$ cat src/rtl/soc_it_xfer_arbiter_if.sv
// Handshake bundle between the soc_it handlers, the transfer arbiter and the AXI transfer engine.
// The arbiter connects through the master modport; the environment connects through the slave modport.
interface soc_it_xfer_arbiter_if #(
   parameter int N_REQ             = 4,
   parameter int XFER_PARAMS_WIDTH = 79,
   parameter int ID_W              = 2
);
   logic [N_REQ*XFER_PARAMS_WIDTH-1:0] req_params_i;
   logic [N_REQ-1:0]                   req_valid_i;
   logic [N_REQ-1:0]                   req_ack_o;

   logic [XFER_PARAMS_WIDTH-1:0]       desc_o;
   logic [ID_W-1:0]                    desc_id_o;
   logic                               desc_valid_o;
   logic                               desc_ready_i;

   logic [N_REQ-1:0]                   req_wvalid_i;
   logic [N_REQ-1:0]                   req_wlast_i;
   logic [N_REQ-1:0]                   req_wready_o;
   logic                               m_wvalid_o;
   logic                               m_wlast_o;
   logic                               m_wready_i;

   logic                               m_rvalid_i;
   logic                               m_rlast_i;
   logic                               m_rready_o;
   logic [N_REQ-1:0]                   req_rvalid_o;
   logic [N_REQ-1:0]                   req_rlast_o;
   logic [N_REQ-1:0]                   req_rready_i;

   logic                               busy_o;
   logic                               timeout_err_o;
   logic [1:0]                         state_dbg;

   modport master (
      input  req_params_i, req_valid_i, desc_ready_i,
      input  req_wvalid_i, req_wlast_i, m_wready_i,
      input  m_rvalid_i, m_rlast_i, req_rready_i,
      output req_ack_o, desc_o, desc_id_o, desc_valid_o,
      output req_wready_o, m_wvalid_o, m_wlast_o,
      output m_rready_o, req_rvalid_o, req_rlast_o,
      output busy_o, timeout_err_o, state_dbg
   );

   modport slave (
      output req_params_i, req_valid_i, desc_ready_i,
      output req_wvalid_i, req_wlast_i, m_wready_i,
      output m_rvalid_i, m_rlast_i, req_rready_i,
      input  req_ack_o, desc_o, desc_id_o, desc_valid_o,
      input  req_wready_o, m_wvalid_o, m_wlast_o,
      input  m_rready_o, req_rvalid_o, req_rlast_o,
      input  busy_o, timeout_err_o, state_dbg
   );
endinterface

$ cat src/rtl/soc_it_xfer_arbiter.sv
// Round-robin arbiter sharing one transfer engine between N_REQ soc_it handlers, one transfer at a time,
// with exclusive beat routing to the granted handler and a data-phase watchdog.
module soc_it_xfer_arbiter #(
   parameter int N_REQ               = 4,
   parameter int C_SLV_ADDRESS_WIDTH = 64,
   parameter int C_SLV_BURST_LENGTH  = 13,
   parameter int XFER_PARAMS_WIDTH   = C_SLV_ADDRESS_WIDTH + C_SLV_BURST_LENGTH + 2,
   parameter int TIMEOUT_CYCLES      = 4096
) (
   input  logic                 clk_i,
   input  logic                 rst_ni,
   soc_it_xfer_arbiter_if.master bus
);
   localparam int ID_W  = $clog2(N_REQ);
   localparam int CNT_W = (TIMEOUT_CYCLES > 0) ? $clog2(TIMEOUT_CYCLES + 1) : 1;
   localparam int RNW_BIT = XFER_PARAMS_WIDTH - 2;

   // Valid/ready rule on every channel: a transfer happens in a cycle where both valid and ready
   // are high at the clock edge; valid may not depend on ready, ready may depend on valid.
   typedef enum logic [1:0] {
      ST_IDLE  = 2'd0,
      ST_ISSUE = 2'd1,
      ST_DATA  = 2'd2
   } state_e;

   state_e                       state_q, state_d;
   logic [ID_W-1:0]              grant_q;
   logic [ID_W-1:0]              last_grant_q;
   logic                         rnw_q;
   logic [XFER_PARAMS_WIDTH-1:0] desc_q;
   logic [N_REQ-1:0]             ack_q;
   logic                         err_q;
   logic [CNT_W-1:0]             wd_cnt_q;
   logic [CNT_W-1:0]             wd_inc;

   logic [ID_W-1:0]              scan_idx;
   logic [ID_W-1:0]              pick;
   logic                         pick_vld;
   logic [XFER_PARAMS_WIDTH-1:0] pick_desc;
   logic                         beat_done;
   logic                         last_done;
   logic                         wd_expire;

   // Round-robin scan starting just after the previous winner, wrapping at N_REQ.
   always_comb begin
      scan_idx = '0;
      pick     = '0;
      pick_vld = 1'b0;
      for (int k = 1; k <= N_REQ; k++) begin
         scan_idx = ID_W'((int'(last_grant_q) + k) % N_REQ);
         if (!pick_vld && bus.req_valid_i[scan_idx]) begin
            pick_vld = 1'b1;
            pick     = scan_idx;
         end
      end
   end

   assign pick_desc = bus.req_params_i[int'(pick)*XFER_PARAMS_WIDTH +: XFER_PARAMS_WIDTH];

   // Beat routing: only the granted lane in the selected direction is ever connected.
   always_comb begin
      bus.m_wvalid_o   = 1'b0;
      bus.m_wlast_o    = 1'b0;
      bus.req_wready_o = '0;
      bus.m_rready_o   = 1'b0;
      bus.req_rvalid_o = '0;
      bus.req_rlast_o  = '0;
      if (state_q == ST_DATA) begin
         if (rnw_q) begin
            bus.req_rvalid_o[grant_q] = bus.m_rvalid_i;
            bus.req_rlast_o[grant_q]  = bus.m_rlast_i;
            bus.m_rready_o            = bus.req_rready_i[grant_q];
         end else begin
            bus.m_wvalid_o            = bus.req_wvalid_i[grant_q];
            bus.m_wlast_o             = bus.req_wlast_i[grant_q];
            bus.req_wready_o[grant_q] = bus.m_wready_i;
         end
      end
   end

   always_comb begin
      beat_done = 1'b0;
      last_done = 1'b0;
      if (state_q == ST_DATA) begin
         if (rnw_q) begin
            beat_done = bus.m_rvalid_i & bus.m_rready_o;
            last_done = beat_done & bus.m_rlast_i;
         end else begin
            beat_done = bus.m_wvalid_o & bus.m_wready_i;
            last_done = beat_done & bus.m_wlast_o;
         end
      end
   end

   // The watchdog fires on the cycle the saturating counter would reach its terminal value.
   always_comb begin
      wd_inc    = (wd_cnt_q == CNT_W'(TIMEOUT_CYCLES)) ? wd_cnt_q : wd_cnt_q + CNT_W'(1);
      wd_expire = 1'b0;
      if ((TIMEOUT_CYCLES != 0) && (state_q == ST_DATA) && !beat_done) begin
         wd_expire = (wd_inc == CNT_W'(TIMEOUT_CYCLES));
      end
   end

   always_ff @(posedge clk_i or negedge rst_ni) begin
      if (!rst_ni) begin
         state_q <= ST_IDLE;
      end else begin
         state_q <= state_d;
      end
   end

   always_comb begin
      state_d           = state_q;
      bus.desc_valid_o  = 1'b0;
      bus.busy_o        = 1'b0;
      bus.state_dbg     = state_q;
      case (state_q)
         ST_IDLE: begin
            if (pick_vld) begin
               state_d = ST_ISSUE;
            end
         end
         ST_ISSUE: begin
            bus.desc_valid_o = 1'b1;
            bus.busy_o       = 1'b1;
            if (bus.desc_ready_i) begin
               state_d = ST_DATA;
            end
         end
         ST_DATA: begin
            bus.busy_o = 1'b1;
            if (last_done || wd_expire) begin
               state_d = ST_IDLE;
            end
         end
         default: begin
            state_d = ST_IDLE;
         end
      endcase
   end

   always_ff @(posedge clk_i or negedge rst_ni) begin
      if (!rst_ni) begin
         grant_q      <= '0;
         last_grant_q <= ID_W'(N_REQ - 1);
         rnw_q        <= 1'b0;
         desc_q       <= '0;
         ack_q        <= '0;
         err_q        <= 1'b0;
         wd_cnt_q     <= '0;
      end else begin
         ack_q <= '0;
         case (state_q)
            ST_IDLE: begin
               if (pick_vld) begin
                  grant_q      <= pick;
                  last_grant_q <= pick;
                  desc_q       <= pick_desc;
                  rnw_q        <= pick_desc[RNW_BIT];
               end
            end
            ST_ISSUE: begin
               if (bus.desc_ready_i) begin
                  ack_q[grant_q] <= 1'b1;
                  wd_cnt_q       <= '0;
               end
            end
            ST_DATA: begin
               if (beat_done) begin
                  wd_cnt_q <= '0;
               end else if (TIMEOUT_CYCLES != 0) begin
                  wd_cnt_q <= wd_inc;
               end
               if (wd_expire) begin
                  err_q <= 1'b1;
               end
            end
            default: begin
            end
         endcase
      end
   end

   assign bus.req_ack_o     = ack_q;
   assign bus.desc_o        = desc_q;
   assign bus.desc_id_o     = grant_q;
   assign bus.timeout_err_o = err_q;

endmodule

$ cat src/flat_wrapper.sv
// flat-port wrapper written by rule: the top's interface ports become plain ports
module soc_it_xfer_arbiter_flat 
#(
   parameter int N_REQ               = 4,
   parameter int C_SLV_ADDRESS_WIDTH = 64,
   parameter int C_SLV_BURST_LENGTH  = 13,
   parameter int XFER_PARAMS_WIDTH   = C_SLV_ADDRESS_WIDTH + C_SLV_BURST_LENGTH + 2,
   parameter int TIMEOUT_CYCLES      = 4096
)
  (clk_i, rst_ni, bus_req_params_i, bus_req_valid_i, bus_desc_ready_i, bus_req_wvalid_i, bus_req_wlast_i, bus_m_wready_i, bus_m_rvalid_i, bus_m_rlast_i, bus_req_rready_i, bus_req_ack_o, bus_desc_o, bus_desc_id_o, bus_desc_valid_o, bus_req_wready_o, bus_m_wvalid_o, bus_m_wlast_o, bus_m_rready_o, bus_req_rvalid_o, bus_req_rlast_o, bus_busy_o, bus_timeout_err_o, bus_state_dbg);
  soc_it_xfer_arbiter_if #(.N_REQ(N_REQ), .XFER_PARAMS_WIDTH(XFER_PARAMS_WIDTH)) bus_i ();
  input  logic clk_i;
  input  logic rst_ni;
  input wire logic [$bits(bus_i.req_params_i)-1:0] bus_req_params_i;
  input wire logic [$bits(bus_i.req_valid_i)-1:0] bus_req_valid_i;
  input wire logic [$bits(bus_i.desc_ready_i)-1:0] bus_desc_ready_i;
  input wire logic [$bits(bus_i.req_wvalid_i)-1:0] bus_req_wvalid_i;
  input wire logic [$bits(bus_i.req_wlast_i)-1:0] bus_req_wlast_i;
  input wire logic [$bits(bus_i.m_wready_i)-1:0] bus_m_wready_i;
  input wire logic [$bits(bus_i.m_rvalid_i)-1:0] bus_m_rvalid_i;
  input wire logic [$bits(bus_i.m_rlast_i)-1:0] bus_m_rlast_i;
  input wire logic [$bits(bus_i.req_rready_i)-1:0] bus_req_rready_i;
  output wire logic [$bits(bus_i.req_ack_o)-1:0] bus_req_ack_o;
  output wire logic [$bits(bus_i.desc_o)-1:0] bus_desc_o;
  output wire logic [$bits(bus_i.desc_id_o)-1:0] bus_desc_id_o;
  output wire logic [$bits(bus_i.desc_valid_o)-1:0] bus_desc_valid_o;
  output wire logic [$bits(bus_i.req_wready_o)-1:0] bus_req_wready_o;
  output wire logic [$bits(bus_i.m_wvalid_o)-1:0] bus_m_wvalid_o;
  output wire logic [$bits(bus_i.m_wlast_o)-1:0] bus_m_wlast_o;
  output wire logic [$bits(bus_i.m_rready_o)-1:0] bus_m_rready_o;
  output wire logic [$bits(bus_i.req_rvalid_o)-1:0] bus_req_rvalid_o;
  output wire logic [$bits(bus_i.req_rlast_o)-1:0] bus_req_rlast_o;
  output wire logic [$bits(bus_i.busy_o)-1:0] bus_busy_o;
  output wire logic [$bits(bus_i.timeout_err_o)-1:0] bus_timeout_err_o;
  output wire logic [$bits(bus_i.state_dbg)-1:0] bus_state_dbg;
  assign bus_i.req_params_i = bus_req_params_i;
  assign bus_i.req_valid_i = bus_req_valid_i;
  assign bus_i.desc_ready_i = bus_desc_ready_i;
  assign bus_i.req_wvalid_i = bus_req_wvalid_i;
  assign bus_i.req_wlast_i = bus_req_wlast_i;
  assign bus_i.m_wready_i = bus_m_wready_i;
  assign bus_i.m_rvalid_i = bus_m_rvalid_i;
  assign bus_i.m_rlast_i = bus_m_rlast_i;
  assign bus_i.req_rready_i = bus_req_rready_i;
  assign bus_req_ack_o = bus_i.req_ack_o;
  assign bus_desc_o = bus_i.desc_o;
  assign bus_desc_id_o = bus_i.desc_id_o;
  assign bus_desc_valid_o = bus_i.desc_valid_o;
  assign bus_req_wready_o = bus_i.req_wready_o;
  assign bus_m_wvalid_o = bus_i.m_wvalid_o;
  assign bus_m_wlast_o = bus_i.m_wlast_o;
  assign bus_m_rready_o = bus_i.m_rready_o;
  assign bus_req_rvalid_o = bus_i.req_rvalid_o;
  assign bus_req_rlast_o = bus_i.req_rlast_o;
  assign bus_busy_o = bus_i.busy_o;
  assign bus_timeout_err_o = bus_i.timeout_err_o;
  assign bus_state_dbg = bus_i.state_dbg;
  soc_it_xfer_arbiter #(.N_REQ(N_REQ), .C_SLV_ADDRESS_WIDTH(C_SLV_ADDRESS_WIDTH), .C_SLV_BURST_LENGTH(C_SLV_BURST_LENGTH), .XFER_PARAMS_WIDTH(XFER_PARAMS_WIDTH), .TIMEOUT_CYCLES(TIMEOUT_CYCLES)) u_core (.clk_i(clk_i), .rst_ni(rst_ni), .bus(bus_i));
endmodule
$ cat config.mk
export PLATFORM = sky130hd
export DESIGN_NAME = soc_it_xfer_arbiter_flat
export DESIGN_NICKNAME = d
export VERILOG_FILES = /design/src/rtl/soc_it_xfer_arbiter_if.sv /design/src/rtl/soc_it_xfer_arbiter.sv /design/src/flat_wrapper.sv
export SDC_FILE = /design/constraint.sdc
export NUM_CORES = 1
export LEC_CHECK = 0
export BUFFER_PORTS_ARGS = -buffer_cell sky130_fd_sc_hd__buf_2
export CAP_MARGIN = 10
export CORE_AREA = 2 2 174 176
export DETAILED_ROUTE_END_ITERATION = 6
export DIE_AREA = 0 0 176 178
export RECOVER_POWER = 25
export REMOVE_ABC_BUFFERS = 1
export SLEW_MARGIN = 0
export SYNTH_ARGS = -nofsm -noshare
export SYNTH_HDL_FRONTEND = slang
export SYNTH_SLANG_ARGS = --single-unit
$ cat constraint.sdc
create_clock -name clk_i -period 2.9 [get_ports clk_i]
set_input_delay 0.58 -clock clk_i [delete_from_list [all_inputs] [get_ports clk_i]]
set_output_delay 0.58 -clock clk_i [all_outputs]
set_load 0.02 [all_outputs]
; ---- Word-level counts from Yosys, hierarchy flattened
; Cells that the tools add are included.
[totals]
output_inout_bits = 105
input_bits = 338
word_cells = 105
reg_bits = 104
[op_classes]
reduce_logical = 17
shift = 1
mux = 53
bitwise_logic = 7
order_cmp = 6
addsub = 5
eq_ne = 7
mul = 1
[ops]
columns = cell, n
row1 = variable part select 316 x 32 -> 79 bit, 1
row2 = two-way mux 13 bit, 3
row3 = two-way mux 4 bit, 8
row4 = "== test 13 bit, second input constant", 2
row5 = one-hot mux 13 bit (2 select lines), 1
row6 = two-way mux 1 bit, 25
row7 = "< comparator 2 x 3 -> 1 bit, second input constant", 5
row8 = binary-select mux 1 bit (select 2 bit), 7
row9 = two-way mux 2 bit, 7
row10 = "adder 13 x 1 -> 13 bit, second input constant", 1
row11 = bitwise AND 4 bit, 3
row12 = "multiplier 2 x 7 -> 9 bit, second input constant", 1
row13 = one-hot mux 2 bit (3 select lines), 1
row14 = AND reduction 2 bit, 3
row15 = logical AND 1 bit, 5
row16 = "adder 2 x 1 -> 2 bit, second input constant", 2
row17 = "adder 2 bit, second input constant", 2
row18 = bitwise AND 1 bit, 4
row19 = logical NOT 1 bit, 4
row20 = "inequality test 2 bit, second input constant", 2
row21 = AND reduction 3 bit, 1
row22 = demux 1 bit (select 2 bit), 1
row23 = "== test 2 x 1 -> 1 bit, second input constant", 1
row24 = "== test 2 bit, second input constant", 1
row25 = 6 further kinds, 6

; ---- Longest topological paths before layout
; Gate-level depths: netlist (run 1).
[logic_depth]
ltp_word = 15
depth_mapped = 10
ltp_nobuf = 8

; ---- Worst setup path after synthesis (run 1)
; OpenSTA, ideal clock, no wires.
[synth_timing]
kind = flip-flop to flip-flop
start = reg u_core.grant_q[0], in the netlist u_core.bus.desc_id_o[0]
end = reg u_core.state_q[0], in the netlist u_core.bus.state_dbg[0]
setup_slack_ns = 0.498
path_stages_with_launch = 6
arrival_ns = 2.316
setup_time_ns = 0.086
t_required_ns = 2.814
n_path_buf = 0
cell_sequence = dfrtp_1 -> mux4_2 -> a311o_1 -> nand4b_4 -> or4_1 -> a32oi_1
[synth_via]
elab_chain_cells = 13
word_cells_on_any_way = 26
cone_classes = 1 x eq/ne / 17 x mux / 4 x bitwise / 4 x reduce/logical
[synth_rtl]
columns = item, line_no
row1 = "start, declared", soc_it_xfer_arbiter.sv:27  ; logic [ID_W-1:0] grant_q;
row2 = "start signal, assigned", soc_it_xfer_arbiter.sv:156  ; grant_q <= pick;
row3 = binary-select mux 1 bit (select 2 bit) (on tied branches), "soc_it_xfer_arbiter.sv:74, soc_it_xfer_arbiter.sv:72"
row4 = two-way mux 1 bit (on tied branches), "soc_it_xfer_arbiter.sv:74, soc_it_xfer_arbiter.sv:72"
row5 = two-way mux 1 bit, soc_it_xfer_arbiter.sv:69  ; if (rnw_q) begin
row6 = two-way mux 1 bit, soc_it_xfer_arbiter.sv:68  ; if (state_q == ST_DATA) begin
row7 = bitwise AND 1 bit (on tied branches), "soc_it_xfer_arbiter.sv:89, soc_it_xfer_arbiter.sv:86"
row8 = two-way mux 1 bit, soc_it_xfer_arbiter.sv:85  ; if (rnw_q) begin
row9 = two-way mux 1 bit, soc_it_xfer_arbiter.sv:84  ; if (state_q == ST_DATA) begin
row10 = logical NOT 1 bit, soc_it_xfer_arbiter.sv:99  ; if ((TIMEOUT_CYCLES != 0) && (state_q == ST_DATA) && !beat_done) begin
row11 = logical AND 1 bit, soc_it_xfer_arbiter.sv:99
row12 = two-way mux 1 bit, soc_it_xfer_arbiter.sv:99
row13 = logical OR 1 bit (*), soc_it_xfer_arbiter.sv:132  ; if (last_done || wd_expire) begin
row14 = inequality test 2 bit (no source line) (*), --
row15 = AND reduction 3 bit (no source line) (*), --
row16 = "end signal, assigned", soc_it_xfer_arbiter.sv:108  ; state_q <= state_d;
row17 = "end, declared", soc_it_xfer_arbiter.sv:26  ; state_e state_q, state_d;
; Every way passes the cells marked *; elsewhere a longest branch is shown, timed or not. The select of a mux whose other input is x is not followed.
; A chain may end at the register's enable or synchronous reset.

; ---- Worst setup path after layout (run 1)
[layout_timing]
start = reg u_core.wd_cnt_q[0]
end = reg u_core.state_q[0], in the netlist u_core.bus.state_dbg[0]
[layout_via]
elab_chain_cells = 7
word_cells_on_any_way = 8
cone_classes = 1 x add/sub / 3 x eq/ne / 2 x mux / 2 x reduce/logical
[layout_rtl]
columns = item, line_no
row1 = "start, declared", soc_it_xfer_arbiter.sv:33  ; logic [CNT_W-1:0] wd_cnt_q;
row2 = "start signal, assigned", soc_it_xfer_arbiter.sv:172  ; wd_cnt_q <= wd_inc;
row3 = adder 13 x 1 -> 13 bit or == test 13 bit (tied branches), soc_it_xfer_arbiter.sv:97  ; wd_inc = (wd_cnt_q == CNT_W'(TIMEOUT_CYCLES)) ? wd_cnt_q : wd_cnt_q + CNT_W'(1);
row4 = two-way mux 13 bit (*), soc_it_xfer_arbiter.sv:97
row5 = == test 13 bit (*), soc_it_xfer_arbiter.sv:100  ; wd_expire = (wd_inc == CNT_W'(TIMEOUT_CYCLES));
row6 = two-way mux 1 bit (*), soc_it_xfer_arbiter.sv:99
row7 = logical OR 1 bit (*), soc_it_xfer_arbiter.sv:132
row8 = inequality test 2 bit (no source line) (*), --
row9 = AND reduction 3 bit (no source line) (*), --
; Every way passes the cells marked *; elsewhere a longest branch is shown, timed or not.

==> results.json, run 1 <==
{
  "grt_first_pass_wirelength_um": 42550,
  "place_hpwl_um": 21070,
  "synthesis.yosys.warnings": 0,
  "crit_path_top_delay_cell": "sky130_fd_sc_hd__or4_1",
  "grt_pass1_vias": 7962,
  "timing.hold.ws_ps": 472.8,
  "tightestPinTransition_ps": 1835,
  "ir_drop_mv": 0.4920,
  "p_seq_frac": 0.251,
  "power.share.combinational": 0.617,
  "netSwitchingPower_uw": 4814,
  "min_clock_period_post_route_ps": 2606,
  "io_buf_count": 442,
  "synth.top_cells.by_area": "sky130_fd_sc_hd__dfrtp_1 (36%), sky130_fd_sc_hd__nand2_1 (22%), sky130_fd_sc_hd__and3_1 (14%)",
  "core_area_um2": 29400,
  "synthesis.area_per_instance_um2": 7.105,
  "power_density_nw_per_um2": 968.5,
  "crit_path_cell_trace": "ha_1 > nand4_2 > o21ai_0 > nor4b_1 > buf_4 > nand4b_4 > or4_1 > a32oi_1",
  "synthDistinctLibCells": 49,
  "finClkSkew_ps": 11.76,
  "post_synth_most_frequent_cells": "sky130_fd_sc_hd__nand2_1 (414), sky130_fd_sc_hd__and3_1 (162), sky130_fd_sc_hd__dfrtp_1 (101)",
  "final_net_count": 1736,
  "timing.setup.critical_path_class": "register to register",
  "worstSetupStartpointType": "register",
  "layout.cells.non_filler": 1792,
  "wirelength_um": 27690,
  "drtAntennaViolNets": 0,
  "max-cap-violations": 1,
  "grt_setup_unrepaired": "no",
  "post-route-period-util": 0.8988,
  "slew_headroom": -0.2234,
  "clkPwrFrac": 0.132,
  "synth_seq_area_share": 0.3624,
  "wl_per_cell_um": 15.45,
  "yosysMostFrequentCell": "sky130_fd_sc_hd__nand2_1",
  "fp.dieW_um": 176,
  "cts.htree.levels": 3,
  "cts_made_buffers": 9,
  "cellLeakagePower_uw": 0.005556,
  "drc_violations_left": 0,
  "nFillCells": 3164,
  "synth_top_area_frac": 0.3550,
  "syn-cell-area_um2": 7119,
  "number_of_synthesized_flops_with_an_enable_pin": 0,
  "timing.critical_path.required_ps": 3170,
  "hold_buffers": 0,
  "postPlaceCellArea_um2": 9774,
  "clock_tree_from_tritoncts": "built",
  "number_of_antenna_violations_at_the_first_check_in_global_routing": 3,
  "fraction_of_final_layout_cells_sized_beyond_drive_strength_1": 0.3519,
  "worst_path_largest_cell_delay_ps": 480,
  "ys_async_sr_fraction": 1.000,
  "post_drt_via_cell_ratio": 4.668,
  "global_route.overflow_total": 0,
  "setup.worst_path.end_class": "register",
  "ctsLongestPathBuffers": 2,
  "detailroute.via_count": 8365,
  "top_level_ports": 443,
  "drt_first_pass_iters": 5,
  "maximum_number_of_pins_on_one_net_before_global_route_repair": 83,
  "start_util": 0.2421,
  "vertical_die_dimension_um": 178,
  "post_cts_resize_count": 0,
  "dominantRegCellSynth": "sky130_fd_sc_hd__dfrtp_1",
  "clock_sinks": 103,
  "failing_checks": "max-capacitance violations, max-slew violations",
  "synth_top_cell_by_area": "sky130_fd_sc_hd__dfrtp_1",
  "post_cts.repair.setup_buffers": 0,
  "placed_cells_incl_taps": 1772,
  "clockRootBuffer": "sky130_fd_sc_hd__clkbuf_16",
  "clk_pin_slew_ps": 90,
  "cp_max_fo": 9,
  "switching_power_share_of_the_total": 0.4928,
  "synth_cells": 1002,
  "clkLatencyLatePin_ps": 360,
  "grt_use_total": 0.1715,
  "floorplan_die_area_um2": 31330,
  "fp-row-count": 63,
  "finalInstanceArea_um2": 10090,
  "report.final.hold_viol_count": 0,
  "maxClockFrequency_ghz": 0.3837,
  "areaGrowthSynthToFinish_pct": 41.69,
  "detail_route.iter0.violations": 410,
  "slew_viol_final": 31,
  "ys_seq_elements": 103,
  "final_replace_weighted_congestion": 0.8535,
  "setup_violations": 0,
  "worst-endpoint-arrival_ps": 2880,
  "cellInternalPower_uw": 4955,
  "status": "complete, but fails checks",
  "hold_path_class": "register to register"
}
critical path: cells and delay by family, from the launching register on:
| kind | cells | cell delay, ps |
|---|---|---|
| buf+inv | 1 | 190 |
| compound gates | 2 | 410 |
| flops | 1 | 470 |
| fa+ha+maj | 1 | 310 |
| simple gates | 4 | 1120 |
layer usage:
metal	wire length, um	GRT usage	vias to the layer above	share of wire
met2	13670	0.2943	334	0.49
met1	11570	0.2130	3818	0.42
li1	-	-	4189	-
met5	13	0	-	0.00047
met3	2100	0.04497	22	0.076
met4	340	0.04683	2	0.012
sequential cells by signal (all words and copies together) (netlist names):
register	cells
u_core.bus.req_ack_o	4
u_core.bus.desc_o	79
u_core.bus.state_dbg	2
u_core.bus.desc_id_o	2
u_core.wd_cnt_q	13
u_core.bus.timeout_err_o	1
u_core.last_grant_q	2
power by group through the flow:
stage / Clock [uW] / Sequential, uW / Combinational, uW
2_1_floorplan: 0 / 3190 / 3260
3_3_place_gp: 0 / 2470 / 6080
3_5_place_dp: 0 / 2470 / 6140
4_1_cts: 1350 / 2450 / 6130
5_1_grt: 1400 / 2540 / 6700
6_report: 1290 / 2450 / 6030
final timing paths:
kind,startpoint,end,slack (ps),cells past startpoint
max,u_core.wd_cnt_q[0]$_DFFE_PN0P_,u_core.bus.state_dbg[0]$_DFFE_PN0P_,290,8
min,u_core.bus.desc_o[47]$_DFFE_PN0P_,u_core.bus.desc_o[47]$_DFFE_PN0P_,470,2
max reg2reg,u_core.wd_cnt_q[0]$_DFFE_PN0P_,u_core.bus.state_dbg[0]$_DFFE_PN0P_,290,8
min reg2reg,u_core.bus.desc_o[47]$_DFFE_PN0P_,u_core.bus.desc_o[47]$_DFFE_PN0P_,470,2
max in group asynchronous,rst_ni,u_core.bus.desc_o[62]$_DFFE_PN0P_,760,2
min in group asynchronous,rst_ni,u_core.bus.desc_o[73]$_DFFE_PN0P_,720,1
metrics by stage:
stage          setup slack (ps)  setup TNS [ps]  utilization  total power [uW]
2_1_floorplan             -3758         -298520            -              6456
3_3_place_gp              308.0               0       0.3324              8549
3_5_place_dp              283.8               0       0.3324              8609
4_1_cts                   292.7               0       0.3430              9940
5_1_grt                   33.59               0       0.3429             10650
6_report                  293.6               0       0.3431              9769
cell type report:
class / count / area [um^2] / share of cell area
Clock inverter: 7 / 85.08 / 0.008435
Inverter: 10 / 37.54 / 0.003721
Sequential cell: 103 / 2580 / 0.2558
Antenna cell: 4 / 10.01 / 0.0009923
Clock buffer: 9 / 225.2 / 0.02233
Timing Repair Buffer: 462 / 2457 / 0.2436
Multi-Input combinational cell: 807 / 4204 / 0.4168
Tap cell: 390 / 488.0 / 0.04837
logic make-up after synthesis:
group,count (synthesis),share of synthesized area
flops,103,0.3624
compound gates,132,0.1292
mux,9,0.01634
fa+ha+maj,5,0.008787
buf+inv,92,0.05272
xor+xnor,5,0.006151
simple gates,656,0.4244
layout by cell type, fill, tap and decap left out, types with 8 or more instances in the layout:
cell type,netlist,layout
sky130_fd_sc_hd__and3_1,162,162
sky130_fd_sc_hd__buf_12,0,8
sky130_fd_sc_hd__buf_2,20,441
sky130_fd_sc_hd__buf_4,1,11
sky130_fd_sc_hd__clkbuf_16,0,9
sky130_fd_sc_hd__dfrtp_1,101,101
sky130_fd_sc_hd__inv_1,10,10
sky130_fd_sc_hd__nand2_1,414,413
sky130_fd_sc_hd__nand2b_1,10,10
sky130_fd_sc_hd__nor2_1,29,29
sky130_fd_sc_hd__nor3_1,10,10
sky130_fd_sc_hd__o21ai_0,24,24
sky130_fd_sc_hd__o31ai_1,87,87
No activity file was read; power rests on OpenSTA's default activity.
==> inputs of run 2 (changes only) <==
Settings changed: ABC_AREA from default to 1.
==> run 2 against run 1 <==
Against the previous run: the flow now finishes without violations; cell count grew 9.1%; clock power grew 4%; sequential share of layout area shrank 0.97 points; clock skew grew 3.8 ps; non-clock buffer count shrank 1; register-to-register slack is essentially flat; setup slack lost 13 ps; sequential power grew 4%; fmax shrank 0.50%; critical path type unchanged; die area is the same; total power grew 67%; largest power group unchanged; count of clock-buffer cells in the layout grew 1.
==> results.json, run 2 <==
{
  "status": "completed",
  "wirelength_um": 32800,
  "drc_violations_left": 0,
  "cts.htree.levels": 3,
  "areaGrowthSynthToFinish_pct": 35.80,
  "finish.utilization": 0.3566,
  "timing.critical_path.required_ps": 3190,
  "clkLatencyLatePin_ps": 360,
  "r2r_setup_slack_ps": 280,
  "clkPwrFrac": 0.082,
  "worst_path_largest_cell_delay_ps": 680,
  "post_cts_resize_count": 0,
  "maxClockFrequency_ghz": 0.3818,
  "syn-cell-area_um2": 7721,
  "clock_tree_from_tritoncts": "built",
  "setup_violations": 0,
  "ctsLongestPathBuffers": 2,
  "floorplan_die_area_um2": 31330,
  "critical_path.reg2reg.endpoint": "u_core.bus.desc_o[39]$_DFFE_PN0P_",
  "postPlaceCellArea_um2": 10190,
  "cellLeakagePower_uw": 0.005662,
  "timing.rr.start": "u_core.last_grant_q[0]$_DFFE_PN1P_",
  "start_util": 0.2626,
  "grt_use_total": 0.2022,
  "grt_pass1_vias": 9442,
  "fp-row-count": 63,
  "post_cts.repair.setup_buffers": 0,
  "detail_route.iter0.violations": 591,
  "clk_pin_slew_ps": 90,
  "netSwitchingPower_uw": 9451,
  "final_replace_weighted_congestion": 0.8708,
  "ir_drop_mv": 1.719,
  "min_clock_period_post_route_ps": 2620,
  "cts_made_buffers": 9,
  "final_critical_path_setup_slack_ps": 280.5,
  "synth_top_cell_by_area": "sky130_fd_sc_hd__dfrtp_1",
  "place_hpwl_um": 23740,
  "vertical_die_dimension_um": 178,
  "worst-endpoint-arrival_ps": 2910,
  "finClkSkew_ps": 15.60,
  "slew_viol_final": 0,
  "synth_cells": 1191,
  "synth.top_cells.by_area": "sky130_fd_sc_hd__dfrtp_1 (33%), sky130_fd_sc_hd__nand2_1 (21%), sky130_fd_sc_hd__nand3_1 (17%)",
  "final_net_count": 1901,
  "fp.dieW_um": 176,
  "ys_async_sr_fraction": 1.000,
  "grt_setup_unrepaired": "no",
  "worstSetupStartpointType": "register",
  "detailroute.via_count": 10010,
  "nFillCells": 3205,
  "synthesis.yosys.warnings": 0,
  "placed_cells_incl_taps": 1937,
  "layout.cells.non_filler": 1955,
  "report.final.hold_viol_count": 0,
  "clock_sinks": 103,
  "global_route.overflow_total": 0,
  "hold_path_class": "input pin to async pin",
  "cellInternalPower_uw": 6828,
  "setup.worst_path.end_class": "register",
  "slew_headroom": 0.03307,
  "maxUsedRoutingLayer": "met5",
  "synthesis.area_per_instance_um2": 6.483,
  "p_seq_frac": 0.158,
  "clockRootBuffer": "sky130_fd_sc_hd__clkbuf_16",
  "power_density_nw_per_um2": 1553,
  "post-route-period-util": 0.9033,
  "synth_top_area_frac": 0.3273,
  "crit_path_top_delay_cell": "sky130_fd_sc_hd__dfstp_2",
  "finalInstanceArea_um2": 10490,
  "grt_first_pass_wirelength_um": 50600,
  "number_of_antenna_violations_at_the_first_check_in_global_routing": 2,
  "tightestPinTransition_ps": 1450,
  "drt_first_pass_iters": 5,
  "core_area_um2": 29400,
  "drt-met1-wl_um": 13820,
  "power.share.combinational": 0.760,
  "switching_power_share_of_the_total": 0.5806,
  "cp_max_fo": 80,
  "wl_per_cell_um": 16.78,
  "detailroute.wirelength.met2_um": 15980,
  "fraction_of_final_layout_cells_sized_beyond_drive_strength_1": 0.3148,
  "ff2ff_path_depth": 11,
  "post_synth_most_frequent_cells": "sky130_fd_sc_hd__nand2_1 (432), sky130_fd_sc_hd__nand3_1 (262), sky130_fd_sc_hd__nand4_1 (163)",
  "number_of_synthesized_flops_with_an_enable_pin": 0,
  "route.met3.wl_um": 2367,
  "yosysMostFrequentCell": "sky130_fd_sc_hd__nand2_1",
  "layout_commonest_cell": "sky130_fd_sc_hd__buf_2",
  "synth_seq_area_share": 0.3341,
  "most-common-layout-cells": "sky130_fd_sc_hd__buf_2 (441), sky130_fd_sc_hd__nand2_1 (432), sky130_fd_sc_hd__nand3_1 (262)",
  "largest_reg_flops": 79,
  "maximum_number_of_pins_on_one_net_before_global_route_repair": 83,
  "ys_seq_elements": 103,
  "max-cap-violations": 0,
  "top_level_ports": 443,
  "cp_common_cell": "sky130_fd_sc_hd__nand2_1",
  "post_drt_via_cell_ratio": 5.119,
  "pre_cts_ws_ps": 300.7,
  "crit_path_cell_trace": "nand2_1 > nand2_1 > nand2_1 > nand2_1 > nor2_4 > nand3_4 > buf_4 > nand4_1 > nand3_1 > nand3_1 > nand2_1",
  "drtAntennaViolNets": 0,
  "io_buf_count": 442,
  "timing.setup.critical_path_class": "register to register",
  "dominantRegCellSynth": "sky130_fd_sc_hd__dfrtp_1",
  "hold_buffers": 0,
  "synthDistinctLibCells": 28
}
## run 2: cell types whose count changed after synthesis, sizes merged, moves of 15 or more
cell and change:
and3 -162, inv +32, clkbuf -34, o31ai -87
nand3 +258, nand4 +159, buf +57, nand2 +22
o21ai -15
## run 2: area by class of cell
| cell class | instances | area (um^2) | area share |
|---|---|---|---|
| inverter | 43 | 165.2 | 0.01575 |
| timing repair buffer | 461 | 2474 | 0.2359 |
| tap | 390 | 488.0 | 0.04654 |
| clock buffer | 10 | 239.0 | 0.02279 |
| sequential | 103 | 2580 | 0.2461 |
| clock inverter | 6 | 75.07 | 0.007160 |
| multi-input combinational | 940 | 4459 | 0.4253 |
| antenna | 2 | 5.005 | 0.0004773 |
## run 2: power by group through the flow
stage          clock [uW]  sequential [uW]  combinational [uW]
5_1_grt              1450             2650               13800
3_3_place_gp            0             2580               12200
6_report             1340             2560               12400
4_1_cts              1390             2560               12400
2_1_floorplan           0             3250                6770
3_5_place_dp            0             2570               12400
## run 2: through the flow
stage               power [uW]  hold WS [ps]  setup TNS (ps)
floorplan                10020         284.4         -193510
global placement         14810         443.9               0
detailed placement       14990         451.8               0
CTS                      16370         77.13               0
global route             17890         449.2               0
finish                   16280         385.0               0
## run 2: logic make-up (layout without fill, tap and decap cells)
family / count (synthesis) / count (layout) / share of synthesized area
simple gates: 907 / 907 / 0.5429
buf+inv: 148 / 520 / 0.09269
flops: 103 / 103 / 0.3341
compound gates: 24 / 24 / 0.01766
fa+ha+maj: 5 / 5 / 0.008102
xor+xnor: 4 / 4 / 0.004537
other cells: 0 / 2 / 0
## run 2: critical path, delay by kind of cell (launching register included)
family	cells	cell delay, ps
buffers and inverters	1	650
flip-flops	1	680
AND/OR/NAND/NOR	10	1130
## run 2: worst max-delay path by stage
stage                                             startpoint                                 to  slack (ps)  depth (start not counted)
after global placement    u_core.last_grant_q[0]$_DFFE_PN1P_  u_core.bus.desc_o[11]$_DFFE_PN0P_         330                         13
final                     u_core.last_grant_q[0]$_DFFE_PN1P_  u_core.bus.desc_o[39]$_DFFE_PN0P_         280                         11
after detailed placement  u_core.last_grant_q[0]$_DFFE_PN1P_  u_core.bus.desc_o[11]$_DFFE_PN0P_         300                         13
after CTS                 u_core.last_grant_q[0]$_DFFE_PN1P_  u_core.bus.desc_o[11]$_DFFE_PN0P_         300                         13
after floorplan           u_core.last_grant_q[0]$_DFFE_PN1P_   u_core.bus.desc_o[0]$_DFFE_PN0P_       -2380                         13
after global routing      u_core.last_grant_q[0]$_DFFE_PN1P_  u_core.bus.desc_o[11]$_DFFE_PN0P_          60                         13
## run 2: metal layers
layer | up-vias | global-route usage
met5 | - | 0
met4 | 2 | 0.05028
met3 | 44 | 0.03751
met2 | 450 | 0.3471
met1 | 4699 | 0.2626
li1 | 4813 | -
